[config.mk]
export PLATFORM = sky130hd
export DESIGN_NAME = r2sdf_bf_16
export DESIGN_NICKNAME = d
export VERILOG_FILES = /design/src/rtl/fft_r2sdf_pkg.sv /design/src/rtl/r2sdf_bf_ctrl.sv /design/src/rtl/r2sdf_bf_16.sv
export SDC_FILE = /design/constraint.sdc
export NUM_CORES = 1
export LEC_CHECK = 0
export CAP_MARGIN = 10
export CORE_ASPECT_RATIO = 0.9
export CORE_MARGIN = 5
export CORE_UTILIZATION = 47
export DETAILED_ROUTE_END_ITERATION = 10
export GPL_ROUTABILITY_DRIVEN = 0
export GPL_TIMING_DRIVEN = 0
export PLACE_DENSITY = 0.78
export SYNTH_ARGS = -nofsm -noshare
export SYNTH_HDL_FRONTEND = slang
export SYNTH_SLANG_ARGS = --single-unit
[constraint.sdc]
create_clock -name iClk -period 3.5 [get_ports iClk]
set_input_delay 0.35 -clock iClk [delete_from_list [all_inputs] [get_ports iClk]]
set_output_delay 0.35 -clock iClk [all_outputs]
set_load 0.02 [all_outputs]
[src/rtl/fft_r2sdf_pkg.sv]
// fft_r2sdf_pkg: shared widths and phase encoding for the R2SDF butterfly stages.
package fft_r2sdf_pkg;
  localparam int DW = 33;
  localparam int DEPTH = 16;
  localparam int CW = $clog2(2 * DEPTH);
  localparam int BW = DW + 1;
  localparam logic PH_FILL = 1'b0;
  localparam logic PH_BF = 1'b1;
endpackage

[src/rtl/r2sdf_bf_ctrl.sv]
// r2sdf_bf_ctrl: sample counter, fill/butterfly phase and primed flag for an R2SDF stage.
module r2sdf_bf_ctrl #(
  parameter int DEPTH = fft_r2sdf_pkg::DEPTH,
  parameter int CW = fft_r2sdf_pkg::CW
) (
  input  logic iClk,
  input  logic iRst_n,
  input  logic iValid,
  output logic oPhase,
  output logic oPrimed
);
  import fft_r2sdf_pkg::*;
  logic [CW-1:0] cnt_q, cnt_d;
  logic primed_q, primed_d;
  logic wrap;
  always_comb begin
    wrap = iValid && (cnt_q == CW'(2 * DEPTH - 1));
    cnt_d = !iValid ? cnt_q : wrap ? '0 : cnt_q + 1'b1;
    primed_d = primed_q | wrap;
  end
  always_ff @(posedge iClk or negedge iRst_n) begin
    if (!iRst_n) begin
      cnt_q <= '0;
      primed_q <= 1'b0;
    end else begin
      cnt_q <= cnt_d;
      primed_q <= primed_d;
    end
  end
  assign oPhase = cnt_q[CW-1];
  assign oPrimed = primed_q;
endmodule

[src/rtl/r2sdf_bf_16.sv]
// r2sdf_bf_16: radix-2 SDF butterfly with a 16-word external feedback delay line.
module r2sdf_bf_16 #(
  parameter int DW = fft_r2sdf_pkg::DW,
  parameter int DEPTH = fft_r2sdf_pkg::DEPTH,
  parameter int CW = fft_r2sdf_pkg::CW
) (
  input  logic          iClk,
  input  logic          iRst_n,
  input  logic          iValid,
  input  logic [DW-1:0] iData_Re,
  input  logic [DW-1:0] iData_Im,
  output logic          oBuf_En,
  output logic [DW:0]   oBuf_Re,
  output logic [DW:0]   oBuf_Im,
  input  logic [DW:0]   iBuf_Re,
  input  logic [DW:0]   iBuf_Im,
  output logic          oValid,
  output logic [DW:0]   oData_Re,
  output logic [DW:0]   oData_Im,
  output logic          oDiff
);
  import fft_r2sdf_pkg::*;
  logic phase, primed, bf;
  logic [DW:0] in_re, in_im, sum_re, sum_im, dif_re, dif_im;
  logic [DW:0] data_re_q, data_re_d, data_im_q, data_im_d;
  logic valid_q, valid_d, diff_q, diff_d;
  r2sdf_bf_ctrl #(.DEPTH(DEPTH), .CW(CW)) u_ctrl (
    .iClk(iClk),
    .iRst_n(iRst_n),
    .iValid(iValid),
    .oPhase(phase),
    .oPrimed(primed)
  );
  // In the butterfly phase iBuf is a sign-extended DW-bit sample, so DW+1 bits never wrap.
  always_comb begin
    bf = (phase == PH_BF);
    in_re = {iData_Re[DW-1], iData_Re};
    in_im = {iData_Im[DW-1], iData_Im};
    sum_re = iBuf_Re + in_re;
    sum_im = iBuf_Im + in_im;
    dif_re = iBuf_Re - in_re;
    dif_im = iBuf_Im - in_im;
    oBuf_En = iValid;
    oBuf_Re = bf ? dif_re : in_re;
    oBuf_Im = bf ? dif_im : in_im;
    valid_d = iValid & (bf | primed);
    diff_d = iValid ? !bf : diff_q;
    data_re_d = !iValid ? data_re_q : bf ? sum_re : iBuf_Re;
    data_im_d = !iValid ? data_im_q : bf ? sum_im : iBuf_Im;
  end
  always_ff @(posedge iClk or negedge iRst_n) begin
    if (!iRst_n) begin
      valid_q <= 1'b0;
      diff_q <= 1'b0;
      data_re_q <= '0;
      data_im_q <= '0;
    end else begin
      valid_q <= valid_d;
      diff_q <= diff_d;
      data_re_q <= data_re_d;
      data_im_q <= data_im_d;
    end
  end
  assign oValid = valid_q;
  assign oDiff = diff_q;
  assign oData_Re = data_re_q;
  assign oData_Im = data_im_q;
endmodule

==> results.txt, run 1 <==
The flow ran to the end, but the final reports show violations. The final reports fail on setup timing. In the layout the commonest cells are 151 x sky130_fd_sc_hd__a21oi_1, 148 x sky130_fd_sc_hd__clkdlybuf4s50_1, 134 x sky130_fd_sc_hd__nor2_1, 115 x sky130_fd_sc_hd__inv_1, 107 x sky130_fd_sc_hd__buf_4. The tools report the global-route usage over all layers as 32.6%. For the finished layout, the period the worst path requires is 3.77 ns. The number of iterations in the first detailed-routing pass came out at 6.

Setup repair after global routing could not meet its margin everywhere. In this run the vertical extent of the chip is 157 µm. The mean routed wirelength per cell is 21.9 µm.

Across the routed clock network, the largest skew measured is 0.00772 ns. For the synthesized netlist net count, the log shows 1806. Data on the critical path is required at its endpoint by 3.15 ns. For this run, the number of Yosys warnings is 0. In this design, the critical path's most frequently occurring cell is sky130_fd_sc_hd__a211oi_4. The number of pins exceeding their max-slew limit in the final report is 0, and the number of antenna violations at the first check in global routing is 1. Counting the buffers created by CTS gives 9. The origin of the worst min-delay path was iBuf_Im[1].

The number of vias per cell came out at 6.22. The tools report the critical path capture point type as an output pin. The worst reg2reg path endpoint was oData_Re[29]$_DFFE_PN0P_. TritonCTS built the clock tree.

For this design the static power due to leakage is 7.22 nW. The number of buffers between clock root and the deepest sink came out at 2. The proportion of synthesized chip area in sequential cells was 16.9%; the worst slack after detailed placement was -1.59 ns.

For flop-to-flop paths, the worst setup slack is 1.24 ns. The normalized max-slew margin came out at 32.8%. For this run, the leading register cell type out of synthesis is sky130_fd_sc_hd__dfrtp_1. The final number of hold-violating endpoints was 0.

The library cell used as clock root buffer was sky130_fd_sc_hd__clkbuf_16. In this run the horizontal extent of the chip is 173 µm. The largest total area in the synthesized netlist belongs to sky130_fd_sc_hd__dfrtp_1. The die covers 27100 µm². The critical path is of the in2out type.

Detailed routing placed a total of 4900 µm of wire on met3. Once layout is complete, the cells apart from fillers number 2199. The run gives 1531 as the number of instances in the synthesized netlist. The number of levels the H-tree was split into was 3; the top fanout value on the critical path was 5.

Entering global routing, the biggest net connects 52 pins. In this run, the number of DRC markers left after iteration 0 of detailed routing was 1613. The cell area power density is 500 nW/µm², and the worst hold path cell count is 3. Post-detailed-route count of antenna-violating nets: 0. The maximum operating frequency was 265 MHz; the detailed-route wire length on metal 1 was 19000 µm.

The residual DRC count was 0; the growth of design area from synthesis to finish was 46.4%. The worst hold path belongs to the class in2reg. For the worst-skew pair, the clock arrives at the later sink with an insertion delay of 0.36 ns.

At the pin with the least slew margin, the transition time is 1.01 ns. The share of synthesized flip-flops with an asynchronous set or reset is 100%. STA classifies the critical path startpoint as a primary input.

Max-cap violations in this run came to 0. On the worst path, the slowest cell contributes a delay of 0.60 ns. The family with the most delay on the worst path is compound AO/OA/AOI/OAI gates. The tools report the total of endpoints with negative setup slack in the final report as 7. The filler cell count in the final layout is 1815, and the sum of negative setup slack is -1.06 ns. Measured in cells, the most critical reg-to-reg path has a length of 4. Once detailed placement completed, the half-perimeter wirelength came to 33600 µm. The launch instance of the worst register-to-register path was u_ctrl.cnt_q[4]$_DFFE_PN0P_. In this run the cell area measured after placement is 14400 µm². The total number of vias was 13700; the clock sink count was 76. The worst path uses 108% of the clock period. At the worst endpoint, the arrival time is 3.42 ns. The number of buffers and inverters on the critical path is 3.

In the final layout, the share of cells above drive strength 1 is 21.7%. The top cell type by area accounts for 16.9% of the synthesized area. The register clock-pin slew on the reported worst setup and hold paths was 0.06 ns; the initial standard-cell utilization of the core was 47.8%. The minimum setup slack in the final design was -0.270 ns; the count of flip-flops with a built-in enable after synthesis was 0.

For this run the aggregate overflow at the end of global routing stands at 0. The global-route wire length before repair was 71200 µm; the total non-filler cell area in the finished layout was 16400 µm². Walking the worst path, the cells encountered are clkdlybuf4s15_1, inv_2, ha_4, o21a_1, o31ai_2, a21o_1, a2111oi_4, or4b_4, a211oi_4, o31ai_4, a31o_1, a211oi_4, xnor2_2, buf_4. The worst hold path endpoint is oData_Im[1]$_DFFE_PN0P_. The synthesized design contains 76 register bits. For the post-placement cell count, the log shows 2108. During I/O placement, the number of pins put on the boundary was 276.

The net count of the finished layout is 2165. The run gives 13300 as the via count of the first global-routing pass. Average instance area after synthesis: 7.33 µm².

The core area is 23500 µm². The logs give 0.343 mV for the peak supply drop and 53 for the row count. The most frequent standard cell in the layout excluding fill and tap cells is sky130_fd_sc_hd__a21oi_1.

Port buffering added 274 buffers. The slowest stage of the critical path is the sky130_fd_sc_hd__or4b_4 cell. In the detailed route, the total length drawn on met2 is 21300 µm.

In the post-synthesis netlist, the biggest area contributors are sky130_fd_sc_hd__dfrtp_1 17%, sky130_fd_sc_hd__ha_1 15%, sky130_fd_sc_hd__a21oi_1 7.3%. For this block, the routed nets add up to 48100 µm of wire. Counting distinct cell types in the post-synthesis netlist gives 69.

In this run the cell area of the synthesized design comes to 11200 µm². Routed signal wires occupy layers up through met4. Final hold analysis gives a worst-case slack of 0.390 ns.
[cell families (layout without fill, tap and decap cells)]
kind of cell	count (synthesis)	after routing	share of synthesized area, %
AOI/OAI and AO/OA	491	491	27.5
xor gates and xnor gates	92	92	7.18
adders and majority gates	138	138	15.6
buffers and inverters	238	602	8.02
DFF	76	76	16.9
muxes	68	68	6.50
other	0	2	0
and+or+nand+nor	428	428	18.2
[registers in the layout, summed over array words and instances (netlist names)]
register and count:
oData_Im 34, oData_Re 34, u_ctrl.cnt_q 5, oDiff 1
oValid 1, u_ctrl.oPrimed 1
[metal layers]
layer / vias up / global-route usage [%]
li1: 6121 / -
met1: 6362 / 41.0
met2: 944 / 53.1
met3: 246 / 7.95
met4: 0 / 15.8
met5: - / 0
[worst min-delay path, cell delays in order]
cell and delay, ns:
sky130_fd_sc_hd__buf_2 0.15, sky130_fd_sc_hd__mux2i_1 0.13, sky130_fd_sc_hd__a21oi_1 0.08
[metrics by stage]
step           total power [mW]  utilization (%)
4_1_cts                    7.91             68.1
3_5_place_dp               6.68             61.3
3_3_place_gp               6.62             61.2
5_1_grt                    8.60             70.0
6_report                   8.21             70.0
2_1_floorplan              4.31                -
[report_power, final]
part	switching (mW)	internal (mW)	leakage (nW)
Sequential	0.249	1.21	0.880
Clock	0.466	0.580	0.146
Combinational	3.31	2.39	6.19
Total	4.03	4.18	7.22
[area by class of cell]
class | instances | area [µm²] | area share (%)
Multi-Input combinational cell | 1217 | 9530 | 58.0
Buffer | 62 | 344 | 2.09
Inverter | 149 | 572 | 3.48
Sequential cell | 76 | 1900 | 11.6
Timing Repair Buffer | 375 | 3400 | 20.7
Clock buffer | 10 | 239 | 1.45
Clock inverter | 6 | 71.3 | 0.434
Antenna cell | 2 | 5.00 | 0.0305
Tap cell | 302 | 378 | 2.30
[Yosys cell counts, types with 8 or more instances]
| cell type | count |
|---|---|
| sky130_fd_sc_hd__nand2_1 | 100 |
| sky130_fd_sc_hd__buf_1 | 12 |
| sky130_fd_sc_hd__nand3_1 | 30 |
| sky130_fd_sc_hd__nor2_1 | 135 |
| sky130_fd_sc_hd__xnor2_1 | 77 |
| sky130_fd_sc_hd__and3_1 | 13 |
| sky130_fd_sc_hd__nor3_1 | 39 |
| sky130_fd_sc_hd__nand4_1 | 10 |
| sky130_fd_sc_hd__a31oi_1 | 13 |
| sky130_fd_sc_hd__xor2_1 | 15 |
| sky130_fd_sc_hd__clkbuf_1 | 73 |
| sky130_fd_sc_hd__o21a_1 | 28 |
| sky130_fd_sc_hd__o21ai_0 | 117 |
| sky130_fd_sc_hd__nor2b_1 | 25 |
| sky130_fd_sc_hd__a211oi_1 | 12 |
| sky130_fd_sc_hd__nand2b_1 | 21 |
| sky130_fd_sc_hd__ha_1 | 134 |
| sky130_fd_sc_hd__o221ai_1 | 8 |
| sky130_fd_sc_hd__o31ai_1 | 22 |
| sky130_fd_sc_hd__mux2_2 | 39 |
| sky130_fd_sc_hd__o21bai_1 | 22 |
| sky130_fd_sc_hd__a21o_1 | 30 |
| sky130_fd_sc_hd__or3_1 | 18 |
| sky130_fd_sc_hd__dfrtp_1 | 76 |
| sky130_fd_sc_hd__nor4_1 | 13 |
| sky130_fd_sc_hd__inv_1 | 147 |
| sky130_fd_sc_hd__a21oi_1 | 163 |
| sky130_fd_sc_hd__mux2i_1 | 29 |
| sky130_fd_sc_hd__a211o_1 | 9 |
[what timing repair did]
item,in CTS,in global routing
pin swaps,81,75
endpoints found under the hold margin,25,0
hold buffers,1,0
buffers inserted,74,28
endpoints found under the setup margin,78,66
resized for setup,482,136
[worst max-delay path by stage]
stage / from / end / slack [ns] / depth (start not counted)
floorplan: iData_Im[9] / oBuf_Im[33] / -0.0002 / 13
global placement: iData_Im[1] / oBuf_Im[33] / -1.58 / 14
detailed placement: iData_Im[1] / oBuf_Im[33] / -1.59 / 14
CTS: iData_Im[9] / oBuf_Im[33] / -0.27 / 15
global route: iData_Im[1] / oBuf_Im[33] / -0.35 / 14
finish: iData_Im[3] / oBuf_Im[33] / -0.27 / 14
No activity file was read; power rests on OpenSTA's default activity.
==> run 2, diff against run 1 <==
--- a/config.mk
+++ b/config.mk
@@ -6,7 +6,6 @@
 export NUM_CORES = 1
 export LEC_CHECK = 0
 export CAP_MARGIN = 10
-export CORE_ASPECT_RATIO = 0.9
 export CORE_MARGIN = 5
 export CORE_UTILIZATION = 47
 export DETAILED_ROUTE_END_ITERATION = 10
==> run 2 against run 1 <==
Against the previous run:
- the flow still finishes with violations (setup timing)
- clock-buffer cell count did not move
- routed wire length shrank 3.3%
- die area is essentially flat
- largest power group unchanged
- sequential power decreased by 3%
- hold slack worse by 0.052 ns
- flip-flop and latch count unchanged
- sequential share of layout area up 0.17 points
==> results.txt, run 2 (synthesized netlist as in run 1, its figures left out) <==
The flow ran to the end, but the final reports show violations. The final reports fail on setup timing. The worst hold path terminates at oData_Re[15]$_DFFE_PN0P_.

The static leakage is 7.11 nW (-1.5%), and the global-route usage over all layers is 32.1% (-0.52 points). The tightest hold margin is 0.338 ns (-0.0517 ns), and the pin count of the biggest net entering global routing is 58 (+12%). Among all stages on the critical path, the largest delay is contributed by sky130_fd_sc_hd__or4b_4. The run gives 0.281 mV (-18%) as the peak supply drop. The sum of negative setup slack was -0.658 ns (+0.404 ns); the core area was 23500 µm² (about the same).

The worst slack after detailed placement was -1.74 ns (-0.144 ns). The class of the most critical hold timing path was in2reg. The number of vias per cell is 6.11 (-1.8%). The overall die height came out at 165 µm (+5.1%). The number of buffers between clock root and the deepest sink was 2 (unchanged). In this run the most critical hold path is launched from iBuf_Re[15]. The HPWL reported at the end of detailed placement is 33200 µm (-1.4%). Leaving out fill and tap cells, the most frequent cell in the layout is sky130_fd_sc_hd__a21oi_1. For the register-to-register setup slack, the log shows 1.30 ns (+0.06 ns). The register clock-pin slew on the reported worst setup and hold paths works out to 0.08 ns (+0.02 ns). The final period demand of the worst path is 3.71 ns (-0.0608 ns), and the final global-route overflow total is 0 (unchanged). The logs give 36.5% (+3.7 points) for the normalized max-slew margin and 3 (unchanged) for the number of levels the H-tree was split into.

The total length of routed wires came out at 46500 µm (-3.3%). Walking the worst path, the cells encountered are dlygate4sd2_1, ha_4, nor3_1, a21o_1, a2111oi_2, or4b_4, a211oi_4, o31ai_4, a31o_1, a211oi_2, xnor2_2, buf_4. The tools report the total number of vias as 13400 (-2.2%).

The run gives 47.8% (about the same) as the initial standard-cell utilization of the core. The post-placement cell count was 2125 (+0.81%). The slew at the pin with the worst max-slew slack is 0.952 ns (-0.0559 ns). For the number of antenna violations at the first check in global routing, the log shows 1 (unchanged).

The logs give 0 (unchanged) for the max-capacitance violation count and 56 (+5.7%) for the row count. The share of the core filled with cells is 69.0% (-1.0 points), and the net total in the final layout is 2139 (-1.2%). Cell area power density: 504 nW/µm² (+0.78%). TritonCTS built the clock tree.

The number of buffers added by the clock tree synthesis step was 9 (unchanged); the global-route wire length before repair was 69000 µm (-3.2%). The tools report the total of endpoints with negative setup slack in the final report as 7 (unchanged). The post-layout instance count excluding filler cells is 2189 (-0.45%), and the quantity of I/O buffers inserted on ports is 274 (unchanged). The number of pins exceeding their max-slew limit in the final report is 0 (unchanged), and the share of layout cells above drive strength 1 is 20.3% (-1.5 points). The number of iterations in the first detailed-routing pass was 5 (-1). The overall die width came out at 165 µm (-4.8%). The tools report the library cell used as clock root buffer as sky130_fd_sc_hd__clkbuf_16. Critical path launch point type: a primary input.

The run gives -0.209 ns (+0.0608 ns) as the minimum setup slack in the final design. For the final number of hold-violating endpoints, the log shows 0 (unchanged). The final worst-path cycle share works out to 106% (-1.7 points). The insertion delay to the later sink of the worst-skew pair came out at 0.36 ns (about the same). Via count of the first global-routing pass: 12800 (-3.7%).

For the maximum operating frequency, the log shows 270 MHz (+1.6%). The run gives 1109 (-31%) as the number of violations reported at the end of detailed-routing iteration 0. For the total die area, the log shows 27100 µm² (about the same). Leaving out fill and tap cells, the most frequent cells in the layout are 149 x sky130_fd_sc_hd__a21oi_1, 147 x sky130_fd_sc_hd__clkdlybuf4s50_1, 135 x sky130_fd_sc_hd__nor2_1, 111 x sky130_fd_sc_hd__inv_1, 102 x sky130_fd_sc_hd__o21ai_0. Mean routed wirelength per cell: 21.2 µm (-2.8%). The I/O pin total came out at 276 (unchanged).

The growth of design area from synthesis to finish was 44.3%. The top fanout value on the critical path came out at 5 (unchanged). Worst reg2reg path endpoint: oData_Im[32]$_DFFE_PN0P_. Setup repair after global routing could not meet its margin everywhere.

The run gives 76 (unchanged) as the clock sink count. The launch instance of the worst register-to-register path is u_ctrl.cnt_q[4]$_DFFE_PN0P_. The clock skew is 0.00696 ns (-0.000761 ns), and the data arrival time of the critical path is 3.36 ns (-0.06 ns). The worst setup path is of the in2out kind. The residual DRC count is 0 (unchanged), and the post-detailed-route count of antenna-violating nets is 0 (unchanged). The depth of the worst register-to-register path is 5 (+1), and the filler cell count in the final layout is 1841 (+1.4%). Worst hold path cell count: 3 (unchanged). The endpoint required time on the critical path was 3.15 ns (about the same). Critical path's largest stage delay: 0.60 ns (about the same). STA classifies the critical path endpoint as an output pin.
## run 2: cell count changes in the layout (fill, tap and decap cells not counted), sizes merged
cell,before,now
clkdlybuf4s18,1,0
clkdlybuf4s50,148,147
clkbuf,75,82
dlymetal6s2s,11,16
diode,2,1
clkinv,3,4
dlygate4sd2,49,44
clkdlybuf4s15,19,16
buf,143,115
bufinv,1,2
inv,149,147
## run 2: where the power goes
part	internal [mW]	leakage (nW)	switching, mW
clock	0.627	0.149	0.461
combinational	2.35	6.08	3.30
sequential	1.21	0.880	0.208
total	4.19	7.11	3.96
## run 2: timing repair
| action | 4_1_cts | 5_1_grt |
|---|---|---|
| endpoints found under the setup margin | 75 | 54 |
| hold buffers | 1 | 0 |
| resized for setup | 466 | 137 |
| endpoints found under the hold margin | 19 | 0 |
| buffers inserted | 48 | 24 |
| pin swaps | 85 | 61 |
## run 2: worst max-delay path by stage
stage,from,end,cells after the start
2_1_floorplan,iData_Im[9],oBuf_Im[33],13
3_3_place_gp,iData_Im[1],oBuf_Im[33],14
3_5_place_dp,iData_Im[1],oBuf_Im[33],14
4_1_cts,iData_Im[9],oBuf_Im[33],15
5_1_grt,iBuf_Im[5],oBuf_Im[33],12
6_report,iBuf_Im[5],oBuf_Im[33],12
## run 2: worst max-delay path: cells and delay by family
family	cells	cell delay, ns
AOI/OAI and AO/OA	6	1.25
xor gates and xnor gates	1	0.15
adders and majority gates	1	0.20
buffers and inverters	2	0.46
and+or+nand+nor	2	0.94
## run 2: per-layer routing
layer	track usage, %	up-vias	wire (µm)
li1	-	6074	-
met1	41.2	6219	18000
met2	52.5	889	21500
met3	6.01	190	4700
met4	14.5	0	2310
met5	0	-	0
## run 2: final cells by class
cell class | count | area [µm²] | area share (%)
multi-input combinational | 1217 | 9480 | 58.6
timing repair buffer | 347 | 3160 | 19.5
sequential | 76 | 1900 | 11.7
inverter | 149 | 572 | 3.53
tap | 319 | 399 | 2.46
buffer | 64 | 363 | 2.24
clock buffer | 10 | 229 | 1.41
clock inverter | 6 | 88.8 | 0.549
antenna | 1 | 2.50 | 0.0155
## run 2: stage by stage
step / area, µm² / power [mW]
after CTS: 15800 / 7.94
final: 16200 / 8.16
after detailed placement: 14400 / 6.67
after global routing: 16200 / 8.56
after global placement: 14400 / 6.61
after floorplan: 11200 / 4.31
==> run 3, diff against run 2 <==
--- a/config.mk
+++ b/config.mk
@@ -9,7 +9,6 @@
 export CORE_MARGIN = 5
 export CORE_UTILIZATION = 47
 export DETAILED_ROUTE_END_ITERATION = 10
-export GPL_ROUTABILITY_DRIVEN = 0
 export GPL_TIMING_DRIVEN = 0
 export PLACE_DENSITY = 0.78
 export SYNTH_ARGS = -nofsm -noshare
==> run 3 against run 2 <==
Against the previous run:
- the flow finishes with violations (hold timing, setup timing)
- design area up 2.0%
- largest power group unchanged
- sequential power barely moved
- highest routed layer is now met5
- register-to-register slack got worse by 0.12 ns
- critical endpoint unchanged
- utilization grew 1.4 points
- combinational power up 2%
- routed wire length grew 3.3%
- via count fell by 0.66%
- flip-flop and latch count stayed put
==> results.txt, run 3 (synthesized netlist as in run 1, its figures left out) <==
The combined buffer and inverter count along the critical path was 3 (+1). The number of vias per cell was 6.02 (-1.4%). The logs give 76 (unchanged) for the clock sink count and 0.299 mV (+6.4%) for the peak supply drop.

Mean routed wirelength per cell: 21.8 µm (+2.5%). The signal on the critical path passes through clkdlybuf4s50_1, inv_1, ha_4, a21oi_4, a21o_1, a2111oi_4, or4b_4, a211oi_4, o31ai_4, a31o_1, a211oi_4, xnor2_2, buf_4. Cell area power density: 498 nW/µm² (-1.2%). In the layout the commonest cells are 150 x sky130_fd_sc_hd__a21oi_1, 148 x sky130_fd_sc_hd__clkdlybuf4s50_1, 134 x sky130_fd_sc_hd__nor2_1, 109 x sky130_fd_sc_hd__inv_1, 102 x sky130_fd_sc_hd__o21ai_0. The number of buffers added by the clock tree synthesis step came out at 9 (unchanged). The slew at the pin with the worst max-slew slack is 0.923 ns (-0.0288 ns), and the final number of hold-violating endpoints is 6 (+6). The number of pins exceeding their max-slew limit in the final report is 0 (unchanged). The insertion delay to the later sink of the worst-skew pair came out at 0.36 ns (about the same). Critical path capture point type: an output pin. The total power consumption of the routed design was 8.22 mW (+0.79%). The total number of vias was 13300 (-0.66%); the data arrival time of the critical path was 3.41 ns (+0.05 ns).

TritonCTS built the clock tree. For the number of levels the H-tree was split into, the log shows 3 (unchanged). The top fanout value on the critical path was 4 (-1); the max-capacitance violation count was 0 (unchanged). The final period demand of the worst path was 3.76 ns (+0.0498 ns).

The growth of design area from synthesis to finish was 47.2%. The tools report the share of the core filled with cells as 70.4% (+1.4 points). The family with the most delay on the worst path is compound AO/OA/AOI/OAI gates. The worst slack after detailed placement is -1.72 ns (+0.0208 ns). The tools report the pin count of the biggest net entering global routing as 40 (-31%). The row count is 56 (unchanged), and the sum of negative setup slack is -0.949 ns (-0.291 ns). The critical path is of the in2out type.

The tools report the core area as 23500 µm² (unchanged). The share of layout cells above drive strength 1 was 22.2% (+1.9 points). Critical path's most frequent cell: sky130_fd_sc_hd__a211oi_4. The overall die height works out to 165 µm (unchanged).

The critical path's largest stage delay is 0.60 ns (about the same), and the total length of routed wires is 48000 µm (+3.3%). The endpoint required time on the critical path was 3.15 ns (about the same); the net total in the final layout was 2156 (+0.79%). For the normalized max-slew margin, the log shows 38.4% (+1.9 points). The final worst-path cycle share was 107% (+1.4 points); the quantity of I/O buffers inserted on ports was 274 (unchanged). On the critical path, the stage with the largest delay is an instance of sky130_fd_sc_hd__or4b_4.

The number of buffers between clock root and the deepest sink was 2 (unchanged). The logs give -0.0122 ns (-0.350 ns) for the tightest hold margin and 276 (unchanged) for the I/O pin total. The overall die width was 165 µm (unchanged). The register clock-pin slew on the reported worst setup and hold paths came out at 0.06 ns (-0.02 ns).

Class of the most critical hold timing path: in2async. The run gives 2 (+1) as the number of antenna violations at the first check in global routing. The depth of the worst register-to-register path is 6 (+1). The critical path launch point type is a primary input.

The tools report the total non-filler cell area in the finished layout as 16500 µm² (+2.0%). The flow ran to the end, but the final reports show violations. The most frequent standard cell in the layout excluding fill and tap cells was sky130_fd_sc_hd__a21oi_1. The checks that failed: hold timing, setup timing. In this run the critical register-to-register path is launched from u_ctrl.cnt_q[4]$_DFFE_PN0P_.

The run gives 7.24 nW (+1.9%) as the static leakage. The tools report the number of violations reported at the end of detailed-routing iteration 0 as 1138 (+2.6%). The via count of the first global-routing pass came out at 13200 (+3.1%). The HPWL reported at the end of detailed placement was 34600 µm (+4.4%); the post-placement cell count was 2125 (unchanged). The placement-stage cell area is 14400 µm² (unchanged). The maximum operating frequency was 266 MHz (-1.3%); the minimum setup slack in the final design was -0.259 ns (-0.0498 ns). Global-route usage over all layers: 33.5% (+1.4 points). Clock tree synthesis selected as its root buffer the cell sky130_fd_sc_hd__clkbuf_16. The run gives 0 (unchanged) as the final global-route overflow total. The run gives 0.00764 ns (+0.000684 ns) as the clock skew. Setup repair after global routing could not meet its margin everywhere.

The tools report the total of endpoints with negative setup slack in the final report as 7 (unchanged). The initial standard-cell utilization of the core is 47.8% (unchanged). The congestion estimate from routability-driven global placement came to 1.01. The tools report the global-route wire length before repair as 71800 µm (+4.1%). For the register-to-register setup slack, the log shows 1.18 ns (-0.12 ns). The run gives 2206 (+0.78%) as the post-layout instance count excluding filler cells. The tools report the total die area as 27100 µm² (unchanged). Residual DRC count: 0 (unchanged). In this run the critical register-to-register path is captured at oData_Im[32]$_DFFE_PN0P_. For the post-detailed-route count of antenna-violating nets, the log shows 0 (unchanged). The number of iterations in the first detailed-routing pass is 5 (unchanged).
run 3: cell count changes in the layout (fill, tap and decap cells not counted), sizes merged:
| cell | change |
|---|---|
| buf | +22 |
| clkbuf | -7 |
| clkdlybuf4s15 | +3 |
| dlygate4sd2 | -3 |
| bufinv | -1 |
| clkdlybuf4s50 | +1 |
| clkinv | +1 |
| clkinvlp | -1 |
| diode | +1 |
| dlygate4sd3 | -1 |
| dlymetal6s2s | +1 |
| inv | +1 |
run 3: layer usage:
metal	wire, µm	track usage, %	vias to the layer above
li1	-	-	6117
met1	19500	42.3	6308
met2	22300	55.9	697
met3	3820	5.12	160
met4	2310	16.2	2
met5	14	0	-
run 3: layout make-up:
cell class / count / area (µm²)
inverter: 149 / 573
sequential: 76 / 1900
antenna: 2 / 5.00
fill: 1879 / 6950
multi-input combinational: 1217 / 9700
clock inverter: 6 / 65.1
timing repair buffer: 365 / 3340
buffer: 63 / 320
tap: 319 / 399
clock buffer: 9 / 225
run 3: report_power, final:
part / total, mW / internal, mW / switching, mW
Combinational: 5.78 / 2.40 / 3.37
Clock: 1.02 / 0.552 / 0.470
Sequential: 1.42 / 1.21 / 0.211
Total: 8.22 / 4.17 / 4.05
run 3: worst max-delay path by stage:
stage / depth (start not counted) / end / slack (ns) / from
final: 13 / oBuf_Im[33] / -0.26 / iData_Im[11]
after global routing: 13 / oBuf_Im[33] / -0.35 / iData_Im[11]
after CTS: 15 / oBuf_Im[33] / -0.35 / iData_Im[9]
after detailed placement: 14 / oBuf_Im[33] / -1.72 / iData_Im[1]
after global placement: 14 / oBuf_Im[33] / -1.69 / iData_Im[1]
after floorplan: 13 / oBuf_Im[33] / -0.0002 / iData_Im[9]
run 3: repair_timing:
item / CTS / global route
setup buffers: 58 / 33
hold buffers: 0 / 0
pin swaps: 91 / 76
resized for setup: 513 / 140
setup endpoints to repair: 76 / 55
